**src/rtl/bus_demux_9ch.sv**
```systemverilog
// bus_demux_9ch: routes one data word per accepted transfer into one of nine
// registered channel outputs, with a one-cycle one-hot load strobe, a sticky
// error flag for out-of-range selects, and a two-state accept/hold handshake.
module bus_demux_9ch #(
    parameter int word_size = 8
) (
    input  logic                 clk,
    input  logic                 rst,
    input  logic [word_size-1:0] data_in,
    input  logic [4:0]           sel,
    input  logic                 in_valid,
    input  logic                 clr,
    output logic                 in_ready,
    output logic [word_size-1:0] data_a,
    output logic [word_size-1:0] data_b,
    output logic [word_size-1:0] data_c,
    output logic [word_size-1:0] data_d,
    output logic [word_size-1:0] data_e,
    output logic [word_size-1:0] data_f,
    output logic [word_size-1:0] data_g,
    output logic [word_size-1:0] data_h,
    output logic [word_size-1:0] data_i,
    output logic [8:0]           load_strb,
    output logic                 err
);

    // state | meaning
    // IDLE  | ready; a valid word is accepted at the next edge
    // HOLD  | one-cycle recovery after an in-range write; in_valid ignored
    typedef enum logic {
        IDLE = 1'b0,
        HOLD = 1'b1
    } state_t;

    localparam int N_CH = 9;

    state_t               state_q, state_d;
    logic [word_size-1:0] ch_q [N_CH];
    logic [word_size-1:0] ch_d [N_CH];
    logic [8:0]           strb_q, strb_d;
    logic                 err_q, err_d;

    // Next-state, channel load and strobe decode; clr overrides any transfer.
    always_comb begin
        state_d = state_q;
        ch_d    = ch_q;
        strb_d  = '0;
        err_d   = err_q;
        if (clr) begin
            state_d = IDLE;
            err_d   = 1'b0;
            for (int k = 0; k < N_CH; k++) begin
                ch_d[k] = '0;
            end
        end else begin
            case (state_q)
                IDLE: begin
                    if (in_valid) begin
                        if (sel < 5'd9) begin
                            for (int k = 0; k < N_CH; k++) begin
                                if (sel == 5'(k)) begin
                                    ch_d[k]   = data_in;
                                    strb_d[k] = 1'b1;
                                end
                            end
                            state_d = HOLD;
                        end else begin
                            // Out-of-range select: flag it, write nothing, stay ready.
                            err_d = 1'b1;
                        end
                    end
                end
                HOLD: begin
                    state_d = IDLE;
                end
            endcase
        end
    end

    // State and output registers with asynchronous reset.
    always_ff @(posedge clk or posedge rst) begin
        if (rst) begin
            state_q <= IDLE;
            strb_q  <= '0;
            err_q   <= 1'b0;
            for (int k = 0; k < N_CH; k++) begin
                ch_q[k] <= '0;
            end
        end else begin
            state_q <= state_d;
            strb_q  <= strb_d;
            err_q   <= err_d;
            for (int k = 0; k < N_CH; k++) begin
                ch_q[k] <= ch_d[k];
            end
        end
    end

    assign in_ready  = (state_q == IDLE);
    assign load_strb = strb_q;
    assign err       = err_q;
    assign data_a    = ch_q[0];
    assign data_b    = ch_q[1];
    assign data_c    = ch_q[2];
    assign data_d    = ch_q[3];
    assign data_e    = ch_q[4];
    assign data_f    = ch_q[5];
    assign data_g    = ch_q[6];
    assign data_h    = ch_q[7];
    assign data_i    = ch_q[8];

endmodule

```
**config.mk**
```make
export PLATFORM = sky130hd
export DESIGN_NAME = bus_demux_9ch
export DESIGN_NICKNAME = d
export VERILOG_FILES = /design/src/rtl/bus_demux_9ch.sv
export SDC_FILE = /design/constraint.sdc
export NUM_CORES = 1
export LEC_CHECK = 0
export CAP_MARGIN = 15
export CORE_MARGIN = 4
export CORE_UTILIZATION = 34
export DETAILED_ROUTE_END_ITERATION = 10
export HOLD_SLACK_MARGIN = 0.08
export PLACE_DENSITY_LB_ADDON = 0.08
export RECOVER_POWER = 25
export SLEW_MARGIN = 25
export SYNTH_ARGS = -nofsm -noshare
export SYNTH_HDL_FRONTEND = slang
export SYNTH_SLANG_ARGS = --single-unit
export TNS_END_PERCENT = 100
```
**constraint.sdc**
```tcl
create_clock -name clk -period 2.8 [get_ports clk]
set_input_delay 0.56 -clock clk [delete_from_list [all_inputs] [get_ports clk]]
set_output_delay 0.56 -clock clk [all_outputs]
set_load 0.01 [all_outputs]
```
==> impl_summary.txt <==
----------------------------------------------------
[Drt]
  Post-detailed-route wirelength per cell ... 18.3 um
  Via count normalized by instance count ... 4.61
  Number of vias after detailed routing ... 2,469
  Total iterations of the first detailed-routing run ... 4
  First DRT Iteration DRCs ... 83
  Total wire length after detailed routing ... 9.81 mm
  DRC ... 0
  Antenna viol nets, final ... 0

[Critical path]
  Category of the most critical setup path ... in2reg
  Reg2reg setup slack ... 1.14 ns
  Origin of the critical flop-to-flop path ... state_q
  Number of cells on the worst reg-to-reg path ... 3
  Element type at the critical path end ... flip-flop
  Biggest fanout along the worst timing path ... 9
  Worst EP required ... 3.05 ns
  Reg-to-reg endpoint ... data_d[0]
  Critical path launch point type ... input pin
  Arrival time of the worst setup path ... 2.32 ns

[STA]
  Final worst-path setup slack ... 0.736 ns
  Worst clock skew ... 0.00453 ns
  Final-report setup violation count ... 0
  Final total negative setup slack ... 0 ns
  Final-report hold violation count ... 0
  Slew of the pin with the lowest slew margin ... 1.06 ns
  Tcrit/Tclk final ... 73.7%
  Total count of max-transition violations in the final report ... 0
  Relative max-transition margin ... 29.4%
  Minimum period implied by the final worst setup slack ... 2.06 ns
  RSZ-0062 raised after global routing ... no
  Upper clock frequency limit ... 0.484 GHz

[Synth]
  Cell variety after synth ... 22
  Mean area per synthesized cell ... 12.3 um^2
  Warnings from Yosys ... 0
  Netlist Area Pre-Place ... 3690 um^2
  Mapped Cells ... 300
  Total of flip-flops plus latches after synthesis ... 83
  Share of the yosys chip area belonging to registers ... 56.3%
  Post-Syn Nets ... 317

[Clocking]
  TritonCTS clock tree ... built
  Clock-pin slew on the worst setup and hold paths ... 0.08 ns
  Cts bufs inserted ... 9
  Worst-skew pair later-pin latency ... 0.34 ns
  CTS max path bufs ... 2
  CTS Root Buffer Type ... sky130_fd_sc_hd__clkbuf_8
  Number of buffers added for setup after CTS ... 0
  H-tree level count ... 3
  PostCTS Resize Cnt ... 0
  Count of hold-fix buffers inserted at cts ... 0
  Sink count of the clock tree ... 83

[Hold path]
  Critical hold path startpoint ... data_f[2]
  Hold worst-path end ... data_f[2]
  Number of cells traversed by the worst hold path ... 2
  Path class of the lowest-slack min-delay path ... reg2reg

[Floorplanning]
  Effective utilization at floorplan ... 35.2%
  Die outline height ... 112 um
  Die Span X ... 112 um
  Cell row count ... 37
  Floorplan Core Area ... 10,500 um^2
  Die Outline Area ... 12,600 um^2
  Ports placed on the boundary ... 100

[Layout]
  Number of antenna diodes ... 0
  Area growth from synthesis to layout ... 35.3%
  Post-route insts no fill ... 535
  Fill cell count ... 999
  Total number of nets in the final design ... 411
  Ratio of cells with drive above 1 in the final layout ... 8.02%

[GRT]
  Final global-route overflow total ... 0
  Largest net degree at the start of global routing ... 43
  GRT Total Usage ... 16.0%
  Global-route wire length before repair ... 15.7 mm
  Number of antenna violations at the first check in global routing ... 0
  Via count of the first global-routing pass ... 2,663

[Power and ir drop]
  Cell Pwr Density ... 452 nW/um^2
  Post-route total power ... 2.25 mW
  VDD IR max ... 302 uV
  Leakage power ... 2.47 nW

[Place]
  Number of placed cells counting well taps ... 519
  Post-detail-place hpwl ... 6.46 mm
  Port Buf Inserts ... 99
  Global placement routability congestion ... 0.779
  Post-Place Setup Slack ... 0.385 ns

[Job]
  Maxcap violations ... 0

[Run status]
  Result of the run ... complete, no violations

----------------------------------------------------
-- synth_stat cells, drive strengths merged --
| cell | instances | share of area, % |
|---|---|---|
| and3b | 1 | 0.24 |
| nand3 | 2 | 0.41 |
| clkbuf | 17 | 1.7 |
| o31a | 1 | 0.27 |
| a21oi | 1 | 0.14 |
| dfrtp | 83 | 56 |
| nand4 | 3 | 0.92 |
| inv | 2 | 0.20 |
| a2111oi | 1 | 0.24 |
| nor4b | 1 | 0.64 |
| nand2 | 4 | 0.41 |
| buf | 10 | 1.8 |
| mux2i | 72 | 20 |
| nand4b | 4 | 0.95 |
| nor2 | 7 | 0.71 |
| nor3b | 1 | 0.51 |
| nand2b | 82 | 14 |
| nor3 | 8 | 1.1 |
-- state kept, by name, indices dropped and copies added, names as in the netlist --
register and count:
load_strb 9, data_a 8, data_b 8, data_c 8, data_d 8, data_e 8
data_f 8, data_g 8, data_h 8, data_i 8, err 1, state_q 1
-- logic make-up (layout without fill, tap and decap cells) --
logic type             count (synthesis)  in the layout  synth area share, %
and+or+nand+nor                      113            113                 19.8
DFF                                   83             83                 56.3
muxes                                 72             72                 19.5
buffers and inverters                 29            128                 3.70
AOI/OAI and AO/OA                      3              3                0.645
-- metrics by stage --
| step | hold WS, ns | instance area (um^2) | utilization, % |
|---|---|---|---|
| 3_3_place_gp | 0.529 | 4800 | 45.9 |
| 2_1_floorplan | 0.567 | 3690 | - |
| 6_report | 0.543 | 4990 | 47.7 |
| 5_1_grt | 0.568 | 4990 | 47.7 |
| 3_5_place_dp | 0.534 | 4800 | 45.9 |
| 4_1_cts | 0.549 | 4990 | 47.7 |
-- per-layer routing --
| layer | track usage [%] | vias to the layer above | wire length [um] |
|---|---|---|---|
| met5 | 0 | - | 0 |
| met1 | 22.8 | 1217 | 4760 |
| met4 | 3.13 | 0 | 71 |
| met2 | 24.1 | 69 | 4430 |
| li1 | - | 1178 | - |
| met3 | 5.07 | 5 | 546 |
-- worst max-delay path by stage --
stage / start / end / slack, ns / cells after the start
2_1_floorplan: rst / data_a[0] / 0.10 / 1
3_3_place_gp: sel[0] / data_d[4] / 0.49 / 4
3_5_place_dp: sel[2] / data_d[6] / 0.39 / 4
4_1_cts: sel[2] / data_d[0] / 0.76 / 4
5_1_grt: sel[2] / data_d[0] / 0.58 / 4
6_report: sel[2] / data_d[0] / 0.74 / 4
-- report_power, final --
| part | switching, mW | internal (mW) |
|---|---|---|
| registers | 0.00618 | 1.21 |
| clock network | 0.427 | 0.436 |
| logic | 0.104 | 0.0738 |
| total | 0.537 | 1.72 |
-- worst max-delay path, cell delays in order --
cell	delay (ns)
sky130_fd_sc_hd__clkdlybuf4s50_1	0.63
sky130_fd_sc_hd__nor3b_4	0.38
sky130_fd_sc_hd__and3b_1	0.49
sky130_fd_sc_hd__mux2i_1	0.25
-- placed cells by master (no fill, tap or decap), drive strengths merged --
cell type and n:
nand2b 82, bufinv 1, clkinv 1, mux2i 72, buf 10, clkdlybuf4s50 97
nand2 4, dlygate4sd3 1, a2111oi 1, nor3b 1, clkinvlp 3, nand4 3
and3b 1, nor2 7, nor4b 1, nand4b 4, o31a 1, inv 1
clkbuf 14, dfrtp 83, a21oi 1, nor3 8, nand3 2
-- area by class of cell --
class,count,area (um^2),share of cell area [%]
clock buffers,12,145,2.91
clock inverters,4,50.0,1.00
inverters,2,8.76,0.176
multi-input cells,188,1470,29.5
flip-flops and latches,83,2080,41.6
well taps,136,170,3.41
repair buffers,110,1060,21.3
Note: power is estimated with default switching activity, not from simulation.
